<file path="config.mk">
export PLATFORM = sky130hd
export DESIGN_NAME = comp2_scheduler_flat
export DESIGN_NICKNAME = d
export VERILOG_FILES = /design/src/rtl/comp2_scheduler_if.sv /design/src/rtl/comp2_scheduler.sv /design/src/flat_wrapper.sv
export SDC_FILE = /design/constraint.sdc
export NUM_CORES = 1
export LEC_CHECK = 0
export CORE_ASPECT_RATIO = 0.75
export CORE_UTILIZATION = 53
export DETAILED_ROUTE_END_ITERATION = 7
export PLACE_DENSITY = 0.82
export SLEW_MARGIN = 20
export SYNTH_ARGS = -nofsm -noshare
export SYNTH_HDL_FRONTEND = slang
export SYNTH_SLANG_ARGS = --single-unit
</file>
<file path="constraint.sdc">
create_clock -name clk -period 3.3 [get_ports clk]
set_clock_uncertainty 0.15 [all_clocks]
set_input_delay 0.66 -clock clk [delete_from_list [all_inputs] [get_ports clk]]
set_output_delay 0.66 -clock clk [all_outputs]
set_load 0.005 [all_outputs]
</file>
<file path="src/rtl/comp2_scheduler_if.sv">
// Request/grant and result bus between two requesters and the complement scheduler.
interface comp2_scheduler_if #(
  parameter int unsigned WIDTH = 6
) ();
  logic             req0;
  logic             req1;
  logic             op0;
  logic             op1;
  logic [WIDTH-1:0] data0;
  logic [WIDTH-1:0] data1;
  logic             gnt0;
  logic             gnt1;
  logic             busy;
  logic             done;
  logic [WIDTH-1:0] result;
  logic             owner;
  logic             overflow;
  logic             zero;

  modport master (
    output req0, req1, op0, op1, data0, data1,
    input  gnt0, gnt1, busy, done, result, owner, overflow, zero
  );

  modport slave (
    input  req0, req1, op0, op1, data0, data1,
    output gnt0, gnt1, busy, done, result, owner, overflow, zero
  );
endinterface

</file>
<file path="src/rtl/comp2_scheduler.sv">
// Two-requester round-robin scheduler feeding a bit-serial one's/two's complement unit.
// One operand is processed LSB first, one bit per clock; result is published with a done pulse.
module comp2_scheduler #(
  parameter int unsigned WIDTH = 6
) (
  input  logic               clk,
  input  logic               rst_n,
  comp2_scheduler_if.slave   bus
);

  localparam int unsigned CNT_W = $clog2(WIDTH);
  localparam logic [CNT_W-1:0] LAST_BIT = CNT_W'(WIDTH - 1);
  localparam logic [WIDTH-1:0] MIN_NEG  = {1'b1, {(WIDTH-1){1'b0}}};

  typedef enum logic [1:0] {IDLE, COMP, DONE} state_t;

  state_t           state_q, state_d;
  logic [CNT_W-1:0] cnt_q, cnt_d;
  logic [WIDTH-1:0] a_q, a_d;
  logic             carry_q, carry_d;
  logic [WIDTH-1:0] res_sh_q, res_sh_d;
  logic             own_q, own_d;
  logic             ovf_pend_q, ovf_pend_d;
  logic             last_q, last_d;
  logic             gnt0_q, gnt0_d;
  logic             gnt1_q, gnt1_d;
  logic             busy_q, busy_d;
  logic             done_q, done_d;
  logic [WIDTH-1:0] result_q, result_d;
  logic             owner_q, owner_d;
  logic             overflow_q, overflow_d;
  logic             zero_q, zero_d;
  logic             win;
  logic             sum;
  logic             cap_op;
  logic [WIDTH-1:0] cap_data;

  // State and registered outputs; last_q resets to 1 so requester 0 wins the first tie.
  always_ff @(posedge clk or negedge rst_n) begin
    if (!rst_n) begin
      state_q    <= IDLE;
      cnt_q      <= '0;
      a_q        <= '0;
      carry_q    <= 1'b0;
      res_sh_q   <= '0;
      own_q      <= 1'b0;
      ovf_pend_q <= 1'b0;
      last_q     <= 1'b1;
      gnt0_q     <= 1'b0;
      gnt1_q     <= 1'b0;
      busy_q     <= 1'b0;
      done_q     <= 1'b0;
      result_q   <= '0;
      owner_q    <= 1'b0;
      overflow_q <= 1'b0;
      zero_q     <= 1'b0;
    end else begin
      state_q    <= state_d;
      cnt_q      <= cnt_d;
      a_q        <= a_d;
      carry_q    <= carry_d;
      res_sh_q   <= res_sh_d;
      own_q      <= own_d;
      ovf_pend_q <= ovf_pend_d;
      last_q     <= last_d;
      gnt0_q     <= gnt0_d;
      gnt1_q     <= gnt1_d;
      busy_q     <= busy_d;
      done_q     <= done_d;
      result_q   <= result_d;
      owner_q    <= owner_d;
      overflow_q <= overflow_d;
      zero_q     <= zero_d;
    end
  end

  // Next-state, datapath and output logic.
  always_comb begin
    state_d    = state_q;
    cnt_d      = cnt_q;
    a_d        = a_q;
    carry_d    = carry_q;
    res_sh_d   = res_sh_q;
    own_d      = own_q;
    ovf_pend_d = ovf_pend_q;
    last_d     = last_q;
    gnt0_d     = 1'b0;
    gnt1_d     = 1'b0;
    done_d     = 1'b0;
    result_d   = result_q;
    owner_d    = owner_q;
    overflow_d = overflow_q;
    zero_d     = zero_q;
    win        = 1'b0;
    sum        = 1'b0;
    cap_op     = 1'b0;
    cap_data   = '0;

    unique case (state_q)
      IDLE: begin
        if (bus.req0 || bus.req1) begin
          win        = (bus.req0 && bus.req1) ? ~last_q : bus.req1;
          cap_op     = win ? bus.op1 : bus.op0;
          cap_data   = win ? bus.data1 : bus.data0;
          a_d        = cap_data;
          carry_d    = cap_op;
          res_sh_d   = '0;
          cnt_d      = '0;
          own_d      = win;
          last_d     = win;
          ovf_pend_d = cap_op && (cap_data == MIN_NEG);
          gnt0_d     = ~win;
          gnt1_d     = win;
          state_d    = COMP;
        end
      end
      COMP: begin
        // Invert-and-increment one bit at a time; carry out of the MSB is dropped.
        sum      = ~a_q[0] ^ carry_q;
        carry_d  = ~a_q[0] & carry_q;
        a_d      = a_q >> 1;
        res_sh_d = {sum, res_sh_q[WIDTH-1:1]};
        cnt_d    = cnt_q + CNT_W'(1);
        if (cnt_q == LAST_BIT) begin
          state_d    = DONE;
          done_d     = 1'b1;
          result_d   = res_sh_d;
          owner_d    = own_q;
          overflow_d = ovf_pend_q;
          zero_d     = (res_sh_d == '0);
        end
      end
      DONE: begin
        state_d = IDLE;
      end
      default: begin
        state_d = IDLE;
      end
    endcase

    busy_d = (state_d != IDLE);
  end

  assign bus.gnt0     = gnt0_q;
  assign bus.gnt1     = gnt1_q;
  assign bus.busy     = busy_q;
  assign bus.done     = done_q;
  assign bus.result   = result_q;
  assign bus.owner    = owner_q;
  assign bus.overflow = overflow_q;
  assign bus.zero     = zero_q;

endmodule

</file>
<file path="src/flat_wrapper.sv">
// flat-port wrapper written by rule: the top's interface ports become plain ports
module comp2_scheduler_flat 
#(
  parameter int unsigned WIDTH = 6
)
  (clk, rst_n, bus_req0, bus_req1, bus_op0, bus_op1, bus_data0, bus_data1, bus_gnt0, bus_gnt1, bus_busy, bus_done, bus_result, bus_owner, bus_overflow, bus_zero);
  comp2_scheduler_if #(.WIDTH(WIDTH)) bus_i ();
  input  logic clk;
  input  logic rst_n;
  input wire logic [$bits(bus_i.req0)-1:0] bus_req0;
  input wire logic [$bits(bus_i.req1)-1:0] bus_req1;
  input wire logic [$bits(bus_i.op0)-1:0] bus_op0;
  input wire logic [$bits(bus_i.op1)-1:0] bus_op1;
  input wire logic [$bits(bus_i.data0)-1:0] bus_data0;
  input wire logic [$bits(bus_i.data1)-1:0] bus_data1;
  output wire logic [$bits(bus_i.gnt0)-1:0] bus_gnt0;
  output wire logic [$bits(bus_i.gnt1)-1:0] bus_gnt1;
  output wire logic [$bits(bus_i.busy)-1:0] bus_busy;
  output wire logic [$bits(bus_i.done)-1:0] bus_done;
  output wire logic [$bits(bus_i.result)-1:0] bus_result;
  output wire logic [$bits(bus_i.owner)-1:0] bus_owner;
  output wire logic [$bits(bus_i.overflow)-1:0] bus_overflow;
  output wire logic [$bits(bus_i.zero)-1:0] bus_zero;
  assign bus_i.req0 = bus_req0;
  assign bus_i.req1 = bus_req1;
  assign bus_i.op0 = bus_op0;
  assign bus_i.op1 = bus_op1;
  assign bus_i.data0 = bus_data0;
  assign bus_i.data1 = bus_data1;
  assign bus_gnt0 = bus_i.gnt0;
  assign bus_gnt1 = bus_i.gnt1;
  assign bus_busy = bus_i.busy;
  assign bus_done = bus_i.done;
  assign bus_result = bus_i.result;
  assign bus_owner = bus_i.owner;
  assign bus_overflow = bus_i.overflow;
  assign bus_zero = bus_i.zero;
  comp2_scheduler #(.WIDTH(WIDTH)) u_core (.clk(clk), .rst_n(rst_n), .bus(bus_i));
endmodule
</file>
==> impl_metrics.yaml, run 1 <==
route:
  wirelength_um: 3071
  drt-vias-per-instance: 5.568
  firstDrtPassIters: 4
  vias: 1108
  drc: 0
  drt_iter0_markers: 51
  routedWlPerCell_um: 15.43
  drtAntennaViolNets: 0
cells_and_area:
  multi_input_area_um2: 584.3
  final_layout_size_suffix_gt1_share_pct: 14.11
  synthToLayoutAreaGrowth_pct: 27.99
  diodes: 0
  ff_latch_area_um2: 827.0
  fillCellCount: 193
  finish.net_count: 183
cts:
  post-cts-setup-buffers: 0
  insertion_delay_ns: 0.29
  h-tree-depth: 2
  cts_sinks: 33
  cts_buffers: 5
  clk_pin_slew_ns: 0.07
  tritoncts: "done"
  clockBufferDepth: 2
  cts_resized: 0
  clockRootBuffer: "clkbuf_8"
  hold_buffers: 0
worst_setup_path:
  crit_fanout: 24
  crit_family: "compound AO/OA/AOI/OAI gates"
  worstSetupPathType: "in -> reg"
  worstPathArrival_ns: 2.42
  critical-path-slowest-cell: "o21ai_2"
  endpoint_kind: "register"
  worstPathRequired_ns: 3.36
  cpPeakStageDelay_ns: 0.75
  crit_buf_inv: 2
  cp-start-kind: "primary input"
  path_cells: "clkdlybuf4s50_1 > o21ai_2 > and2_4 > inv_1 > mux2i_1"
grt:
  grt_pass1_wl_um: 4712
  antenna_found_initial: 0
  grt_max_degree: 34
  grt_pass1_vias: 1073
  gr-total-overflow: 0
  grt_use_total_pct: 22.37
sta:
  tns_ns: 0
  worst_pin_slew_ns: 0.9392
  relSlewSlack_pct: 37.38
  min_period_ns: 2.365
  rsz0062_at_grt: "no"
  hold_viol: 0
  setup_violations: 0
  maxSlewViolCount: 0
  fmax_ghz: 0.4228
  fin_crit_sh_pct: 71.67
synth:
  yosys.area.top_type_share_pct: 53.96
  synth-xor-area-share_pct: 0
  syn_nets: 152
  synth-simple-area-share_pct: 15.85
  syn_area_um2: 1484
  synth_mux_area_share_pct: 9.191
  synth_area_per_cell_um2: 11.33
  ys_seq_area_share_pct: 55.73
  synth_top_family_by_area: "simple AND/OR/NAND/NOR gates"
  yosysUniqueCellTypes: 29
  synth_compound_area_share_pct: 11.80
  synth_fa_ha_area_share_pct: 2.530
  synth_area_leaders: "dfrtp_1 54%, mux2_4 7.1%, nand2_1 6.8%, a221o_1 4.0%, nand3_1 2.7%"
  synth_cells: 131
  synth_top_area_cell: "dfrtp_1"
  synth-seq-cells: 33
  synth_warnings: 0
floorplan:
  dieHeight_um: 47.83
  boundaryPins: 31
  die-area_um2: 3018
  core_area_um2: 2643
  start_util_pct: 56.16
  fp.dieW_um: 63.10
  rows: 16
min_path:
  min_path_type: "reg -> reg"
power:
  p_per_area_nw_per_um2: 895.1
  peakVddDrop_v: 0.0004818
  power_mw: 1.700
  cellLeakagePower_nw: 0.9204
outcome:
  status: "finished clean"
placed_design:
  port_buffers: 30
  place_congestion: 0.7651
  dpl.hpwl_um: 2164
job:
  max_cap_viol_count: 0
[path summary, 6_finish.rpt]
check,from,slack (ns),end,cells past startpoint
max reg2reg,u_core.state_q[1],1.42,u_core.bus.owner,4
min in group asynchronous,rst_n,0.62,u_core.bus.done,2
max in group asynchronous,rst_n,2.04,u_core.last_q,2
min reg2reg,u_core.own_q,0.35,u_core.own_q,1
min,u_core.own_q,0.35,u_core.own_q,1
max,bus_req0,0.93,u_core.cnt_q[0],5
[cell usage in the layout (no fill, tap or decap), types with 2 or more instances in the layout]
cell type / n
a21o_1: 2
a21oi_1: 6
a221o_1: 6
clkbuf_8: 6
clkdlybuf4s50_1: 30
dfrtp_1: 32
ha_1: 3
inv_1: 5
mux2_4: 7
mux2i_1: 2
nand2_1: 27
nand3_1: 8
nand4_1: 2
nor2_1: 5
nor3_1: 4
o21ai_0: 2
[area by class of cell]
type | instances | share of cell area, %
clock buffer | 7 | 4.545
clock inverter | 1 | 1.581
inverter | 5 | 0.9881
multi-input combinational | 86 | 30.76
sequential | 33 | 43.54
tap | 36 | 2.372
timing repair buffer | 31 | 16.21
[logic make-up (layout without fill, tap and decap cells)]
group / count (synthesis) / in the layout
adder cells (fa/ha/maj): 3 / 3
buffers and inverters: 12 / 44
AND/OR/NAND/NOR: 51 / 51
AO/OA/AOI/OAI: 22 / 22
flip-flops: 33 / 33
multiplexers: 10 / 10
[where the power goes]
group          total [mW]  internal, mW  switching, mW
clock network       0.392         0.246          0.146
logic               0.620         0.333          0.287
registers           0.688         0.573          0.115
total                1.70          1.15          0.547
[cells in the mapped netlist, drive strengths merged]
cell type / number
dfrtp: 32
nand2: 27
nand3: 9
mux2: 8
buf: 7
a21oi: 6
a221o: 6
inv: 5
nor2: 5
nor3: 4
o21ai: 4
ha: 3
a21o: 2
mux2i: 2
nand4: 2
a211o: 1
a21bo: 1
a21boi: 1
and2: 1
and2b: 1
dfstp: 1
nand2b: 1
o41ai: 1
or4: 1
[layer usage]
| layer | up-vias | GRT usage, % | part of all wire, % |
|---|---|---|---|
| met5 | - | 0 | 0 |
| met4 | 0 | 12.56 | 2.3 |
| met3 | 9 | 5.714 | 5.8 |
| met2 | 51 | 40.22 | 49 |
| met1 | 531 | 25.81 | 43 |
| li1 | 517 | - | - |
[sequential cells by signal, summed over array words and instances (netlist names)]
register	cells
u_core.a_q	6
u_core.bus.busy	1
u_core.bus.done	1
u_core.bus.gnt0	1
u_core.bus.gnt1	1
u_core.bus.overflow	1
u_core.bus.owner	1
u_core.bus.result	6
u_core.bus.zero	1
u_core.carry_q	1
u_core.cnt_q	3
u_core.last_q	1
u_core.ovf_pend_q	1
u_core.own_q	1
u_core.res_sh_q	5
u_core.state_q	2
[per-stage QoR]
stage                     hold slack, ns  area (µm²)  setup WS (ns)  instances  utilization (%)
after floorplan                   0.2144        1484          1.669        131                -
after global placement            0.3047        1783         0.7651        191            67.47
after detailed placement          0.3169        1783         0.6547        191            67.47
after CTS                         0.3335        1899         0.9704        199            71.88
after global routing              0.3649        1899         0.8400        199            71.88
final                             0.3467        1899         0.9350        199            71.88
[worst reg2reg max path: stages, from the launching register on]
cell	delay [ns]
dfrtp_1	0.38
and2b_4	0.36
nand3_2	0.34
inv_1	0.19
mux2_2	0.35
(Power assumes the default switching activity.)
==> run 2: changes to the inputs <==
--- a/config.mk
+++ b/config.mk
@@ -6,9 +6,9 @@
 export NUM_CORES = 1
 export LEC_CHECK = 0
 export CORE_ASPECT_RATIO = 0.75
-export CORE_UTILIZATION = 53
+export CORE_UTILIZATION = 45
 export DETAILED_ROUTE_END_ITERATION = 7
-export PLACE_DENSITY = 0.82
+export PLACE_DENSITY = 0.75
 export SLEW_MARGIN = 20
 export SYNTH_ARGS = -nofsm -noshare
 export SYNTH_HDL_FRONTEND = slang
==> constraint.sdc (replaced) <==
create_clock -name clk -period 2 [get_ports clk]
set_clock_uncertainty 0.15 [all_clocks]
set_input_delay 0.4 -clock clk [delete_from_list [all_inputs] [get_ports clk]]
set_output_delay 0.4 -clock clk [all_outputs]
set_load 0.005 [all_outputs]
==> run 2 against run 1 <==
Compared with the run above: non-clock buffer count is 6 higher; sequential cell count stayed put; wire length hardly changed; setup slack worse by 0.64 ns; final area is 3.2% higher; die area is 17% higher; critical path depth is 4 lower; final cell count is 4.0% higher; critical endpoint is now bus_result[2]; largest power group unchanged.
==> impl_metrics.yaml, run 2 (synthesis gave the netlist of run 1 again) <==
worst_setup_path:
  path_cells: "clkdlybuf4s50_1"
  cpPeakStageDelay_ns: 0.51
  worstPathRequired_ns: 1.45
  endpoint_kind: "output pin"
  crit_buf_inv: 1
  critical-path-slowest-cell: "clkdlybuf4s50_1"
  worstSetupPathType: "reg -> out"
  cp-start-kind: "register"
  crit_fanout: 2
  worstPathArrival_ns: 1.16
  crit_family: "buffers and inverters"
grt:
  grt_max_degree: 34
  grt_pass1_vias: 1118
  grt_use_total_pct: 21.17
  antenna_found_initial: 0
  grt_pass1_wl_um: 5092
  gr-total-overflow: 0
power:
  p_per_area_nw_per_um2: 1455
  power_frac_comb_pct: 37.5
  power.switching_mw: 0.8979
  power_mw: 2.850
  intPower_mw: 1.952
  switching_share_pct: 31.51
  p_seq_share_pct: 39.8
  clkPwrFrac_pct: 22.7
  cellLeakagePower_nw: 0.9524
  peakVddDrop_v: 0.0005106
cts:
  cts_buffers: 5
  insertion_delay_ns: 0.28
  clk_pin_slew_ns: 0.07
  cts_sinks: 33
  clockRootBuffer: "clkbuf_8"
  hold_buffers: 0
  h-tree-depth: 2
  cts_resized: 0
  tritoncts: "done"
  post-cts-setup-buffers: 0
  clockBufferDepth: 2
floorplan:
  fp.dieW_um: 68.31
  dieHeight_um: 51.73
  rows: 17
  core_area_um2: 3042
  start_util_pct: 48.79
  boundaryPins: 31
  die-area_um2: 3534
placed_design:
  dpl.hpwl_um: 2226
  port_buffers: 30
  dpl.cell_count: 199
  place_congestion: 0.8871
  dp_slack_ns: 0.05580
  dpl-instance-area_um2: 1843
route:
  vias: 1128
  routedWlPerCell_um: 14.83
  drt_iter0_markers: 106
  wirelength_um: 3069
  firstDrtPassIters: 4
  drtAntennaViolNets: 0
  drc: 0
  drt-vias-per-instance: 5.449
sta:
  setup_violations: 0
  hold_viol: 0
  min_period_ns: 1.705
  fin_ws_ns: 0.2946
  worst_pin_slew_ns: 0.2790
  maxSlewViolCount: 0
  fin_crit_sh_pct: 85.27
  tns_ns: 0
  fmax_ghz: 0.5864
  rsz0062_at_grt: "no"
  whs_ns: 0.3279
  relSlewSlack_pct: 81.29
min_path:
  min_path_type: "in -> async"
cells_and_area:
  stdcell_area_um2: 1959
  final_core_util_pct: 64.42
  synthToLayoutAreaGrowth_pct: 32.04
  final_layout_size_suffix_gt1_share_pct: 17.16
  finish.net_count: 189
  final_cell_mix: "32 x dfrtp_1, 30 x clkdlybuf4s50_1, 27 x nand2_1"
  diodes: 0
  layout_commonest_cell: "dfrtp_1"
  instances_no_fill: 207
outcome:
  status: "finished clean"
job:
  max_cap_viol_count: 0
[run 2: changes by cell type in the layout (fill, tap and decap cells not counted)]
cell	before	now
buf_12	0	1
buf_4	1	6
[run 2: worst paths after layout]
kind | startpoint | endpoint | slack, ns | cells after the start
max in group asynchronous | rst_n | u_core.last_q | 1.13 | 2
setup reg to reg | u_core.state_q[1] | u_core.bus.result[5] | 0.36 | 4
setup / recovery | u_core.bus.result[2] | bus_result[2] | 0.29 | 1
hold reg to reg | u_core.bus.zero | u_core.bus.zero | 0.33 | 2
hold / removal | rst_n | u_core.state_q[1] | 0.33 | 2
min in group clk | u_core.bus.zero | u_core.bus.zero | 0.33 | 2
[run 2: area by class of cell]
| class | count | area [µm²] |
|---|---|---|
| clock inverter | 1 | 30.03 |
| multi-input combinational | 86 | 584.3 |
| inverter | 5 | 18.77 |
| fill | 236 | 1082 |
| timing repair buffer | 37 | 365.4 |
| sequential | 33 | 827.0 |
| tap | 38 | 47.55 |
| clock buffer | 7 | 86.33 |
[run 2: metal layers]
metal / wire length, µm / vias up / track usage [%]
met5: 0 / - / 0
met4: 81 / 0 / 12.50
met3: 154 / 7 / 7.237
met2: 1391 / 36 / 29.90
met1: 1442 / 555 / 27.84
li1: - / 530 / -
[run 2: power by group through the flow]
stage          Sequential [mW]  Combinational (mW)  Clock (mW)
2_1_floorplan             1.11               0.701           0
3_3_place_gp              1.12                1.04           0
3_5_place_dp              1.14                1.08           0
4_1_cts                   1.13                1.08       0.661
5_1_grt                   1.16                1.19       0.699
6_report                  1.14                1.07       0.647
